===== src/rtl/perip_bridge_if.sv =====
// Core data port plus DRAM pass-through signals seen by the peripheral bridge.
interface perip_bridge_if;
   logic [31:0] perip_addr;
   logic        perip_wen;
   logic [1:0]  perip_mask;
   logic [31:0] perip_wdata;
   logic [31:0] perip_rdata;
   logic [31:0] dram_addr;
   logic        dram_wen;
   logic [1:0]  dram_mask;
   logic [31:0] dram_wdata;
   logic [31:0] dram_rdata;

   // Bridge side
   modport slave (
      input  perip_addr, perip_wen, perip_mask, perip_wdata, dram_rdata,
      output perip_rdata, dram_addr, dram_wen, dram_mask, dram_wdata
   );

   // Core / DRAM side
   modport master (
      output perip_addr, perip_wen, perip_mask, perip_wdata, dram_rdata,
      input  perip_rdata, dram_addr, dram_wen, dram_mask, dram_wdata
   );
endinterface


===== src/rtl/perip_bridge.sv =====
// Peripheral bridge: decodes core data accesses to DRAM pass-through or MMIO
// (UART TX with FIFO, 64-bit cycle timer, 16-bit LED register).
module perip_bridge #(
   parameter int unsigned CLK_DIV    = 16,
   parameter int unsigned FIFO_DEPTH = 8,
   parameter logic [31:0] MMIO_BASE  = 32'h8020_0000,
   parameter logic [31:0] DRAM_BASE  = 32'h8010_0000
) (
   input  logic           cpu_clk,
   input  logic           cpu_rst,
   perip_bridge_if.slave  bus,
   output logic           uart_tx,
   output logic [15:0]    led
);

   localparam int unsigned PTR_W  = (FIFO_DEPTH > 1) ? $clog2(FIFO_DEPTH) : 1;
   localparam int unsigned CNT_W  = PTR_W + 1;
   localparam int unsigned BAUD_W = (CLK_DIV > 1) ? $clog2(CLK_DIV) : 1;

   localparam logic [2:0] REG_TXDATA   = 3'd0;
   localparam logic [2:0] REG_STATUS   = 3'd1;
   localparam logic [2:0] REG_TIMER_LO = 3'd2;
   localparam logic [2:0] REG_TIMER_HI = 3'd3;
   localparam logic [2:0] REG_LED      = 3'd4;

   typedef enum logic [1:0] {
      ST_IDLE,
      ST_START,
      ST_DATA,
      ST_STOP
   } state_e;

   // State
   state_e              state_q, state_d;
   logic [BAUD_W-1:0]   baud_q, baud_d;
   logic [2:0]          bit_q, bit_d;
   logic [7:0]          shift_q, shift_d;
   logic                tx_q, tx_d;
   logic [PTR_W-1:0]    wr_ptr_q, wr_ptr_d;
   logic [PTR_W-1:0]    rd_ptr_q, rd_ptr_d;
   logic [CNT_W-1:0]    count_q, count_d;
   logic                ovf_q, ovf_d;
   logic [15:0]         led_q, led_d;
   logic [63:0]         timer_q, timer_d;
   logic [7:0]          mem_q [FIFO_DEPTH];

   // Combinational helpers
   logic        sel_dram_c;
   logic        sel_mmio_c;
   logic [2:0]  reg_sel_c;
   logic        mmio_we_c;
   logic        fifo_empty_c;
   logic        fifo_full_c;
   logic        busy_c;
   logic        push_req_c;
   logic        push_c;
   logic        pop_c;
   logic        baud_last_c;
   logic [31:0] mmio_rdata_c;
   logic [31:0] rdata_c;

   // Address decode; DRAM window takes priority should the windows ever overlap
   always_comb begin
      sel_dram_c = (bus.perip_addr[31:20] == DRAM_BASE[31:20]);
      sel_mmio_c = (bus.perip_addr[31:20] == MMIO_BASE[31:20]) && !sel_dram_c;
      reg_sel_c  = bus.perip_addr[4:2];
      mmio_we_c  = bus.perip_wen && sel_mmio_c;
   end

   assign bus.dram_addr  = bus.perip_addr;
   assign bus.dram_mask  = bus.perip_mask;
   assign bus.dram_wdata = bus.perip_wdata;
   assign bus.dram_wen   = bus.perip_wen && sel_dram_c && cpu_rst;

   always_comb begin
      fifo_empty_c = (count_q == '0);
      fifo_full_c  = (count_q == CNT_W'(FIFO_DEPTH));
      busy_c       = !fifo_empty_c || (state_q != ST_IDLE);
      push_req_c   = mmio_we_c && (reg_sel_c == REG_TXDATA);
      push_c       = push_req_c && !fifo_full_c;
      baud_last_c  = (baud_q == BAUD_W'(CLK_DIV - 1));
   end

   // Side-effect-free read mux
   always_comb begin
      mmio_rdata_c = '0;
      case (reg_sel_c)
         REG_STATUS:   mmio_rdata_c = {28'd0, busy_c, ovf_q, fifo_full_c, fifo_empty_c};
         REG_TIMER_LO: mmio_rdata_c = timer_q[31:0];
         REG_TIMER_HI: mmio_rdata_c = timer_q[63:32];
         REG_LED:      mmio_rdata_c = {16'd0, led_q};
         default:      mmio_rdata_c = '0;
      endcase
      rdata_c = '0;
      if (sel_dram_c) begin
         rdata_c = bus.dram_rdata;
      end else if (sel_mmio_c) begin
         rdata_c = mmio_rdata_c;
      end
   end

   assign bus.perip_rdata = rdata_c;

   // FIFO bookkeeping, overflow sticky, LED and timer next-state
   always_comb begin
      wr_ptr_d = wr_ptr_q;
      rd_ptr_d = rd_ptr_q;
      count_d  = count_q;
      ovf_d    = ovf_q;
      led_d    = led_q;
      timer_d  = timer_q + 64'd1;

      if (push_c) begin
         wr_ptr_d = wr_ptr_q + PTR_W'(1);
      end
      if (pop_c) begin
         rd_ptr_d = rd_ptr_q + PTR_W'(1);
      end
      case ({push_c, pop_c})
         2'b10:   count_d = count_q + CNT_W'(1);
         2'b01:   count_d = count_q - CNT_W'(1);
         default: count_d = count_q;
      endcase

      if (push_req_c && fifo_full_c) begin
         ovf_d = 1'b1;
      end else if (mmio_we_c && (reg_sel_c == REG_STATUS) && bus.perip_wdata[2]) begin
         ovf_d = 1'b0;
      end

      if (mmio_we_c && (reg_sel_c == REG_LED)) begin
         if (bus.perip_mask == 2'b00) begin
            led_d = {led_q[15:8], bus.perip_wdata[7:0]};
         end else begin
            led_d = bus.perip_wdata[15:0];
         end
      end
   end

   // Serializer next-state; tx is registered from the state being entered
   always_comb begin
      state_d = state_q;
      baud_d  = baud_q;
      bit_d   = bit_q;
      shift_d = shift_q;
      pop_c   = 1'b0;
      tx_d    = 1'b1;

      case (state_q)
         ST_IDLE: begin
            if (!fifo_empty_c) begin
               pop_c   = 1'b1;
               shift_d = mem_q[rd_ptr_q];
               baud_d  = '0;
               state_d = ST_START;
            end
         end
         ST_START: begin
            if (baud_last_c) begin
               baud_d  = '0;
               bit_d   = '0;
               state_d = ST_DATA;
            end else begin
               baud_d = baud_q + BAUD_W'(1);
            end
         end
         ST_DATA: begin
            if (baud_last_c) begin
               baud_d  = '0;
               shift_d = {1'b0, shift_q[7:1]};
               if (bit_q == 3'd7) begin
                  bit_d   = '0;
                  state_d = ST_STOP;
               end else begin
                  bit_d = bit_q + 3'd1;
               end
            end else begin
               baud_d = baud_q + BAUD_W'(1);
            end
         end
         ST_STOP: begin
            if (baud_last_c) begin
               baud_d = '0;
               // Back-to-back frame: skip IDLE when more data is waiting
               if (!fifo_empty_c) begin
                  pop_c   = 1'b1;
                  shift_d = mem_q[rd_ptr_q];
                  state_d = ST_START;
               end else begin
                  state_d = ST_IDLE;
               end
            end else begin
               baud_d = baud_q + BAUD_W'(1);
            end
         end
         default: state_d = ST_IDLE;
      endcase

      if (state_d == ST_START) begin
         tx_d = 1'b0;
      end else if (state_d == ST_DATA) begin
         tx_d = shift_d[0];
      end
   end

   always_ff @(posedge cpu_clk or negedge cpu_rst) begin
      if (!cpu_rst) begin
         state_q  <= ST_IDLE;
         baud_q   <= '0;
         bit_q    <= '0;
         shift_q  <= '0;
         tx_q     <= 1'b1;
         wr_ptr_q <= '0;
         rd_ptr_q <= '0;
         count_q  <= '0;
         ovf_q    <= 1'b0;
         led_q    <= '0;
         timer_q  <= '0;
      end else begin
         state_q  <= state_d;
         baud_q   <= baud_d;
         bit_q    <= bit_d;
         shift_q  <= shift_d;
         tx_q     <= tx_d;
         wr_ptr_q <= wr_ptr_d;
         rd_ptr_q <= rd_ptr_d;
         count_q  <= count_d;
         ovf_q    <= ovf_d;
         led_q    <= led_d;
         timer_q  <= timer_d;
      end
   end

   // FIFO storage needs no reset; the pointers define what is valid
   always_ff @(posedge cpu_clk) begin
      if (push_c) begin
         mem_q[wr_ptr_q] <= bus.perip_wdata[7:0];
      end
   end

   assign uart_tx = tx_q;
   assign led     = led_q;

endmodule


===== src/flat_wrapper.sv =====
// flat-port wrapper written by rule: the top's interface ports become plain ports
module perip_bridge_flat 
#(
   parameter int unsigned CLK_DIV    = 16,
   parameter int unsigned FIFO_DEPTH = 8,
   parameter logic [31:0] MMIO_BASE  = 32'h8020_0000,
   parameter logic [31:0] DRAM_BASE  = 32'h8010_0000
)
  (cpu_clk, cpu_rst, uart_tx, led, bus_perip_addr, bus_perip_wen, bus_perip_mask, bus_perip_wdata, bus_dram_rdata, bus_perip_rdata, bus_dram_addr, bus_dram_wen, bus_dram_mask, bus_dram_wdata);
  perip_bridge_if bus_i ();
  input  logic cpu_clk;
  input  logic cpu_rst;
  output logic uart_tx;
  output logic [15:0] led;
  input wire logic [$bits(bus_i.perip_addr)-1:0] bus_perip_addr;
  input wire logic [$bits(bus_i.perip_wen)-1:0] bus_perip_wen;
  input wire logic [$bits(bus_i.perip_mask)-1:0] bus_perip_mask;
  input wire logic [$bits(bus_i.perip_wdata)-1:0] bus_perip_wdata;
  input wire logic [$bits(bus_i.dram_rdata)-1:0] bus_dram_rdata;
  output wire logic [$bits(bus_i.perip_rdata)-1:0] bus_perip_rdata;
  output wire logic [$bits(bus_i.dram_addr)-1:0] bus_dram_addr;
  output wire logic [$bits(bus_i.dram_wen)-1:0] bus_dram_wen;
  output wire logic [$bits(bus_i.dram_mask)-1:0] bus_dram_mask;
  output wire logic [$bits(bus_i.dram_wdata)-1:0] bus_dram_wdata;
  assign bus_i.perip_addr = bus_perip_addr;
  assign bus_i.perip_wen = bus_perip_wen;
  assign bus_i.perip_mask = bus_perip_mask;
  assign bus_i.perip_wdata = bus_perip_wdata;
  assign bus_i.dram_rdata = bus_dram_rdata;
  assign bus_perip_rdata = bus_i.perip_rdata;
  assign bus_dram_addr = bus_i.dram_addr;
  assign bus_dram_wen = bus_i.dram_wen;
  assign bus_dram_mask = bus_i.dram_mask;
  assign bus_dram_wdata = bus_i.dram_wdata;
  perip_bridge #(.CLK_DIV(CLK_DIV), .FIFO_DEPTH(FIFO_DEPTH), .MMIO_BASE(MMIO_BASE), .DRAM_BASE(DRAM_BASE)) u_core (.cpu_clk(cpu_clk), .cpu_rst(cpu_rst), .bus(bus_i), .uart_tx(uart_tx), .led(led));
endmodule

===== config.mk =====
export PLATFORM = sky130hd
export DESIGN_NAME = perip_bridge_flat
export DESIGN_NICKNAME = d
export VERILOG_FILES = /design/src/rtl/perip_bridge_if.sv /design/src/rtl/perip_bridge.sv /design/src/flat_wrapper.sv
export SDC_FILE = /design/constraint.sdc
export NUM_CORES = 1
export LEC_CHECK = 0
export CAP_MARGIN = 20
export CORE_ASPECT_RATIO = 1.1
export CORE_MARGIN = 4
export CORE_UTILIZATION = 45
export CTS_CLUSTER_SIZE = 14
export DETAILED_ROUTE_END_ITERATION = 8
export GPL_TIMING_DRIVEN = 0
export PLACE_DENSITY = 0.8
export SLEW_MARGIN = 20
export SYNTH_ARGS = -nofsm -noshare
export SYNTH_HDL_FRONTEND = slang
export SYNTH_SLANG_ARGS = --single-unit

===== constraint.sdc =====
create_clock -name cpu_clk -period 2.6 [get_ports cpu_clk]
set_input_delay 0.26 -clock cpu_clk [delete_from_list [all_inputs] [get_ports cpu_clk]]
set_output_delay 0.26 -clock cpu_clk [all_outputs]
set_load 0.01 [all_outputs]

==> impl_summary.log, run 1 <==
[metrics] pin count of the biggest net entering global routing: 61
[metrics] initial core utilization: 46.2%
[metrics] number of top-level pins: 217
[metrics] detail-routed net length per standard cell: 18.4 um
[metrics] Worst-Skew Late Latency: 0.43 ns
[metrics] final design instance area without fill: 12,000 sq um
[metrics] final antenna diode count: 0
[metrics] CTS tree: built
[metrics] total power consumption of the routed design: 7.49 mW
[metrics] total count of hold-check failures in the final report: 0
[metrics] area inside the core boundary: 19,200 sq um
[metrics] total of warnings raised by yosys: 0
[metrics] count of final setup violators: 0
[metrics] share of final-layout standard cells stronger than drive strength 1: 23.4%
[metrics] CTS root buffer: sky130_fd_sc_hd__clkbuf_16
[metrics] number of nets in the synthesized netlist: 884
[metrics] HPWL after detailed placement: 16,700 um
[metrics] first drt pass iteration count: 5
[metrics] placed inst area: 11,100 sq um
[metrics] DRC violation count after routing: 0
[metrics] data arrival time of the critical path: 2.83 ns
[metrics] Port Buffers: 182
[metrics] unrepaired setup endpoints after global routing: true
[metrics] top-count cell post-synth: sky130_fd_sc_hd__dfrtp_1
[metrics] primary flip-flop cell chosen by synthesis mapping: sky130_fd_sc_hd__dfrtp_1
[metrics] count of routing violations after the opening detailed-route iteration: 502
[metrics] Area Overhead vs Synth: 35.2%
[metrics] buffer levels on the longest clock path: 2
[metrics] TritonCTS Sinks: 173
[metrics] total congestion overflow after global routing: 0
[metrics] final estimated routing congestion in global placement: 0.858
[metrics] Synth area leaders: sky130_fd_sc_hd__dfrtp_1 30%, sky130_fd_sc_hd__edfxtp_1 22%, sky130_fd_sc_hd__xnor2_1 5.8%, sky130_fd_sc_hd__buf_4 5.6%, sky130_fd_sc_hd__mux2i_1 4.3%
[metrics] TNS Setup: 0 ns
[metrics] Die Height: 155 um
[metrics] Synth cell types: 55
[metrics] slew at the pin closest to its max-slew limit: 0.910 ns
[metrics] Post-Place Worst Slack: -1.35 ns
[metrics] Vias per Instance: 5.39
[metrics] number of synthesized flops with an enable pin: 64
[metrics] DR vias: 6,769
[metrics] multi-input logic area: 3810 sq um
[metrics] library cell with the largest summed area after synthesis: sky130_fd_sc_hd__dfrtp_1
[metrics] max-cap check violation count: 0
[metrics] synthesis-stage register bit count: 173
[metrics] post-route antenna net violation count: 0
[metrics] total power per unit cell area: 624 nW/um^2
[metrics] Clock Pin Slew Worst Setup and Hold Paths: 0.06 ns
[metrics] Worst Path Class, Setup: input pin to register
[metrics] area of the die: 22,000 sq um
[metrics] wire length of the first global-routing pass: 36,300 um
[metrics] Max IR drop VDD: 417 uV
[metrics] outcome: finished clean
[metrics] sequential share of the synthesized area: 52.4%
[metrics] CTS HTree Levels: 4
[metrics] Leak: 4.99 nW
[metrics] crit path time final: 2.52 ns
[metrics] hold_ws: 0.391 ns
[metrics] maximum fanout along the worst path: 7
[metrics] Horiz. Die Dim: 142 um
[metrics] max-slew violation count: 0
[metrics] type of element capturing the critical path: register
[metrics] path category of the worst min-delay check: input pin to asynchronous set/reset pin
[metrics] Critical Path Start Type: input pin
[metrics] antenna violations before repair: 0
[metrics] Synth Cell Area: 8880 sq um
[metrics] combined flip-flop and latch cell area: 4650 sq um
[metrics] setup slack of the critical path after layout: 0.0838 ns
[metrics] Fin Clk Skew: 0.0139 ns
[metrics] CTS Buf Count: 17
[metrics] Mapped Avg Cell Area: 11.5 sq um
[metrics] final worst-path cycle share: 96.8%
[metrics] f_max: 397 MHz
[metrics] Fillers: 1,532
[metrics] endpoint required time on the critical path: 2.92 ns
[metrics] area share of the largest cell type after synthesis: 30.4%
[metrics] Placement Rows: 53
[metrics] vias in the first global route: 6,783
[metrics] fin nets: 1,111
[metrics] Post-synth top cells: 108 x sky130_fd_sc_hd__dfrtp_1, 70 x sky130_fd_sc_hd__nand2_1, 66 x sky130_fd_sc_hd__buf_4
[metrics] wire length reported by the detailed router: 23,100 um
[metrics] overall track demand over capacity in global routing: 21.0%
[metrics] worst max-slew margin expressed relative to the limit: 39.3%
[metrics] Cells after Synth: 769
[metrics] share of async-settable or async-resettable flops after synthesis: 63.0%
## state kept, by name, indices dropped and copies added, names as in the netlist
register,flops
u_core.mem_q,64
u_core.timer_q,64
u_core.led,16
u_core.shift_q,8
u_core.baud_q,4
u_core.count_q,4
u_core.bit_q,3
u_core.rd_ptr_q,3
u_core.wr_ptr_q,3
u_core.state_q,2
u_core.ovf_q,1
u_core.uart_tx,1
## layer usage
layer	routed length, um	vias up	global-route usage, %
li1	-	3174	-
met1	8920	3330	26.0
met5	0	-	0
met3	1540	30	4.64
met2	12300	235	37.5
met4	358	0	5.12
## per-stage QoR
step / utilization [%] / cells
CTS: 61.9 / 1245
global placement: 57.4 / 1198
global route: 62.4 / 1256
floorplan: - / 769
detailed placement: 57.7 / 1199
finish: 62.4 / 1256
## worst max-delay path, cell delays in order
cell	delay [ns]
sky130_fd_sc_hd__clkbuf_2	0.09
sky130_fd_sc_hd__or4_4	0.57
sky130_fd_sc_hd__nor4_4	0.34
sky130_fd_sc_hd__buf_4	0.19
sky130_fd_sc_hd__buf_6	0.10
sky130_fd_sc_hd__nand4_4	0.17
sky130_fd_sc_hd__ha_4	0.25
sky130_fd_sc_hd__xor2_2	0.17
sky130_fd_sc_hd__ha_2	0.19
sky130_fd_sc_hd__a21oi_2	0.13
sky130_fd_sc_hd__xor2_1	0.17
sky130_fd_sc_hd__nor2_1	0.07
sky130_fd_sc_hd__xor2_1	0.13
## what timing repair did
action,4_1_cts,5_1_grt
setup buffers,16,11
hold endpoints to repair,58,0
endpoints found under the setup margin,100,52
gates resized for setup,125,24
hold buffers,1,0
pin swaps,12,9
## cell families after synthesis
family          count (synthesis)  share of synthesized area [%]
simple gates                  244                           14.6
flops                         173                           52.4
buf+inv                       100                           7.08
compound gates                 92                           5.98
mux                            75                           11.0
xor+xnor                       71                           7.00
fa+ha+maj                      14                           1.97
## cells in the final DEF (no fill, tap or decap), types with 9 or more instances in the layout
master and instances:
sky130_fd_sc_hd__mux2i_1 38, sky130_fd_sc_hd__nand2_1 70, sky130_fd_sc_hd__clkbuf_2 10, sky130_fd_sc_hd__and3_1 15, sky130_fd_sc_hd__buf_4 90, sky130_fd_sc_hd__mux4_2 16
sky130_fd_sc_hd__dfrtp_1 106, sky130_fd_sc_hd__buf_2 14, sky130_fd_sc_hd__clkbuf_16 17, sky130_fd_sc_hd__clkdlybuf4s50_1 140, sky130_fd_sc_hd__xnor2_1 59, sky130_fd_sc_hd__nand4_1 27
sky130_fd_sc_hd__nand3_1 36, sky130_fd_sc_hd__inv_1 9, sky130_fd_sc_hd__edfxtp_1 64, sky130_fd_sc_hd__o21ai_0 38, sky130_fd_sc_hd__nor2_1 39, sky130_fd_sc_hd__xor2_1 11
sky130_fd_sc_hd__mux2_2 21, sky130_fd_sc_hd__ha_1 10, sky130_fd_sc_hd__dlygate4sd2_1 16, sky130_fd_sc_hd__a21oi_1 20, sky130_fd_sc_hd__clkbuf_1 10
## path summary, 6_finish.rpt
check                                     from                 end  slack (ns)  depth (start not counted)
max in group asynchronous              cpu_rst  u_core.timer_q[36]        1.56                          3
min                                    cpu_rst    u_core.baud_q[2]        0.39                          2
min in group cpu_clk       bus_perip_wdata[12]      u_core.led[12]        0.47                          2
max reg2reg                   u_core.baud_q[0]   u_core.count_q[2]        0.19                         11
min reg2reg                 u_core.timer_q[63]  u_core.timer_q[63]        0.47                          1
max                         bus_perip_addr[23]   u_core.count_q[2]        0.08                         13
## final cells by class
class	count	share of cell area [%]
Tap cell	247	2.58
Buffer	87	5.00
Clock buffer	22	4.07
Inverter	10	0.313
Timing Repair Buffer	211	16.5
Sequential cell	173	38.8
Multi-Input combinational cell	496	31.7
Clock inverter	10	1.04
## power breakdown
part	internal [mW]	leakage, nW	switching, mW
logic	0.897	2.64	0.815
clock network	1.54	0.295	1.08
registers	2.99	2.05	0.172
Note: power is estimated with default switching activity, not from simulation.
==> inputs of run 2 (changes only) <==
--- a/config.mk
+++ b/config.mk
@@ -11,7 +11,6 @@
 export CORE_UTILIZATION = 45
 export CTS_CLUSTER_SIZE = 14
 export DETAILED_ROUTE_END_ITERATION = 8
-export GPL_TIMING_DRIVEN = 0
 export PLACE_DENSITY = 0.8
 export SLEW_MARGIN = 20
 export SYNTH_ARGS = -nofsm -noshare
==> run 2 against run 1 <==
Effect of this change: critical path depth down 1; critical path type unchanged; sequential power shrank 1%; largest cell class unchanged; worst hold slack improved by 0.084 ns.
==> impl_summary.log, run 2 (synthesis results as in run 1) <==
[metrics] outcome: finished clean
[metrics] Fin Clk Skew: 0.0110 ns (-0.00286 ns)
[metrics] final worst-path cycle share: 97.6% (+0.80 points)
[metrics] CP cell instances: clkdlybuf4s50_1 -> or4b_4 -> nor4_4 -> buf_4 -> nand4_4 -> ha_4 -> xor2_1 -> ha_2 -> a21oi_2 -> xor2_1 -> nor2_1 -> xor2_1
[metrics] Area Overhead vs Synth: 25.0%
[metrics] overall track demand over capacity in global routing: 20.2% (-0.88 points)
[metrics] initial core utilization: 46.2% (unchanged)
[metrics] CTS Buf Count: 17 (unchanged)
[metrics] worst max-slew margin expressed relative to the limit: 57.5% (+18 points)
[metrics] f_max: 394 MHz (-0.82%)
[metrics] Most common cell on crit path: sky130_fd_sc_hd__xor2_1
[metrics] Levels on crit path: 12 (-1)
[metrics] maximum fanout along the worst path: 3 (-4)
[metrics] DRC violation count after routing: 0 (unchanged)
[metrics] Worst-Skew Late Latency: 0.43 ns (about the same)
[metrics] startpoint of the worst setup timing path: bus_perip_addr[29]
[metrics] Port Buffers: 150 (-18%)
[metrics] combined buffer and inverter count along the critical path: 2 (-1)
[metrics] path category of the worst min-delay check: input pin to asynchronous set/reset pin
[metrics] final estimated routing congestion in global placement: 0.848 (-1.2%)
[metrics] post-route antenna net violation count: 0 (unchanged)
[metrics] Worst Path Class, Setup: input pin to register
[metrics] crit path time final: 2.54 ns (+0.0208 ns)
[metrics] fin nets: 1,028 (-7.5%)
[metrics] share of final-layout standard cells stronger than drive strength 1: 20.2% (-3.2 points)
[metrics] type of element capturing the critical path: register
[metrics] Critical Path Start Type: input pin
[metrics] wire length reported by the detailed router: 21,500 um (-6.8%)
[metrics] endpoint required time on the critical path: 2.90 ns (-0.02 ns)
[metrics] DR vias: 6,439 (-4.9%)
[metrics] max-slew violation count: 0 (unchanged)
[metrics] wire length of the first global-routing pass: 34,900 um (-3.8%)
[metrics] count of routing violations after the opening detailed-route iteration: 512 (+2.0%)
[metrics] total congestion overflow after global routing: 0 (unchanged)
[metrics] worst-case reg-to-reg path depth: 11 (unchanged)
[metrics] data arrival time of the critical path: 2.83 ns (about the same)
[metrics] CTS tree: built
[metrics] number of cells after detailed placement: 1,135 (-5.3%)
[metrics] max-cap check violation count: 0 (unchanged)
[metrics] reg2reg start: u_core.baud_q[0]
[metrics] post-layout instance count excluding filler cells: 1,173 (-6.6%)
[metrics] total count of hold-check failures in the final report: 0 (unchanged)
[metrics] Vias per Instance: 5.49 (+1.9%)
[metrics] CTS HTree Levels: 4 (unchanged)
[metrics] area inside the core boundary: 19,200 sq um (unchanged)
[metrics] Die Height: 155 um (unchanged)
[metrics] Fillers: 1,585 (+3.5%)
[metrics] cell type of the slowest stage on the worst timing path: sky130_fd_sc_hd__or4b_4
[metrics] Max IR drop VDD: 534 uV (+28%)
[metrics] final antenna diode count: 0 (unchanged)
[metrics] most common library cell in the layout ignoring fill and taps: sky130_fd_sc_hd__clkdlybuf4s50_1
[metrics] count of final setup violators: 0 (unchanged)
[metrics] Leak: 4.61 nW (-7.5%)
[metrics] TNS Setup: 0 ns (unchanged)
[metrics] CTS root buffer: sky130_fd_sc_hd__clkbuf_16
[metrics] Clock Pin Slew Worst Setup and Hold Paths: 0.06 ns (about the same)
[metrics] vias in the first global route: 6,588 (-2.9%)
[metrics] first drt pass iteration count: 7 (+2)
[metrics] Placement Rows: 53 (unchanged)
[metrics] area of the die: 22,000 sq um (unchanged)
[metrics] end of the worst register-to-register path: u_core.count_q[2]
[metrics] pin count of the biggest net entering global routing: 110 (+80%)
[metrics] flop-to-flop setup slack: 0.12 ns (-0.07 ns)
[metrics] total power per unit cell area: 644 nW/um^2 (+3.2%)
[metrics] HPWL after detailed placement: 15,400 um (-7.8%)
[metrics] antenna violations before repair: 0 (unchanged)
[metrics] top cell family by delay on the critical path: simple AND/OR/NAND/NOR gates
[metrics] number of top-level pins: 217 (unchanged)
[metrics] Horiz. Die Dim: 142 um (unchanged)
[metrics] detail-routed net length per standard cell: 18.4 um (-0.22%)
[metrics] buffer levels on the longest clock path: 2 (unchanged)
[metrics] maximum single-stage delay on the critical path: 0.55 ns (-0.02 ns)
[metrics] highest-count cells in the layout ignoring fill and taps: 109 x sky130_fd_sc_hd__clkdlybuf4s50_1, 108 x sky130_fd_sc_hd__dfrtp_1, 70 x sky130_fd_sc_hd__nand2_1, 64 x sky130_fd_sc_hd__edfxtp_1, 61 x sky130_fd_sc_hd__buf_4
[metrics] Worst setup endpoint: u_core.count_q[2]
[metrics] TritonCTS Sinks: 173 (unchanged)
[metrics] slew at the pin closest to its max-slew limit: 0.633 ns (-0.277 ns)
[run 2: final cells by class]
cell class	count	area (sq um)	area share, %
Clock inverter	8	87.6	0.789
Timing Repair Buffer	215	1880	16.9
Clock buffer	24	475	4.29
Inverter	10	37.5	0.338
Tap cell	247	309	2.79
Sequential cell	173	4650	41.9
Multi-Input combinational cell	496	3660	33.0
[run 2: through the flow]
stage / cell area (sq um) / util [%] / total power [mW] / setup slack [ns] / hold slack [ns]
floorplan: 8920 / - / 4.23 / 0.00396 / -0.0356
global placement: 10600 / 55.2 / 4.68 / -0.398 / 0.411
detailed placement: 10600 / 55.2 / 4.75 / -0.400 / 0.404
CTS: 11100 / 57.6 / 7.19 / -0.0234 / 0.474
global route: 11100 / 57.7 / 7.51 / -0.00163 / 0.494
finish: 11100 / 57.7 / 7.15 / 0.0630 / 0.476
[run 2: timing repair]
| item | 4_1_cts | 5_1_grt |
|---|---|---|
| buffers inserted | 2 | 3 |
| setup endpoints to repair | 35 | 62 |
| pin swaps | 1 | 9 |
| hold endpoints to repair | 108 | 0 |
| hold buffers | 1 | 0 |
| gates resized for setup | 136 | 11 |
| gates cloned | 1 | 0 |
[run 2: how the worst min path moves through the flow]
stage                        startpoint                to  slack (ns)
floorplan                       cpu_rst  u_core.baud_q[0]       -0.04
global placement                cpu_rst  u_core.baud_q[2]        0.41
detailed placement              cpu_rst  u_core.baud_q[2]        0.40
CTS                  bus_perip_wdata[9]     u_core.led[9]        0.47
global route        bus_perip_wdata[10]    u_core.led[10]        0.49
finish                          cpu_rst   u_core.bit_q[2]        0.48
[run 2: power by group]
group / switching [mW] / internal [mW]
Clock: 1.04 / 1.39
Combinational: 0.770 / 0.834
Sequential: 0.131 / 2.99
Total: 1.94 / 5.21
[run 2: per-layer routing]
metal  wire length [um]  vias up  global-route usage [%]
met3               1070       37                    4.49
met4                398        0                    5.62
met5                  0        -                       0
met2              11300      191                    34.7
li1                   -     3006                       -
met1               8770     3205                    25.6
[run 2: tightest hold or removal path, cell delays in order]
cell	delay [ns]
sky130_fd_sc_hd__dlygate4sd3_1	0.53
sky130_fd_sc_hd__buf_4	0.13
sky130_fd_sc_hd__buf_12	0.43
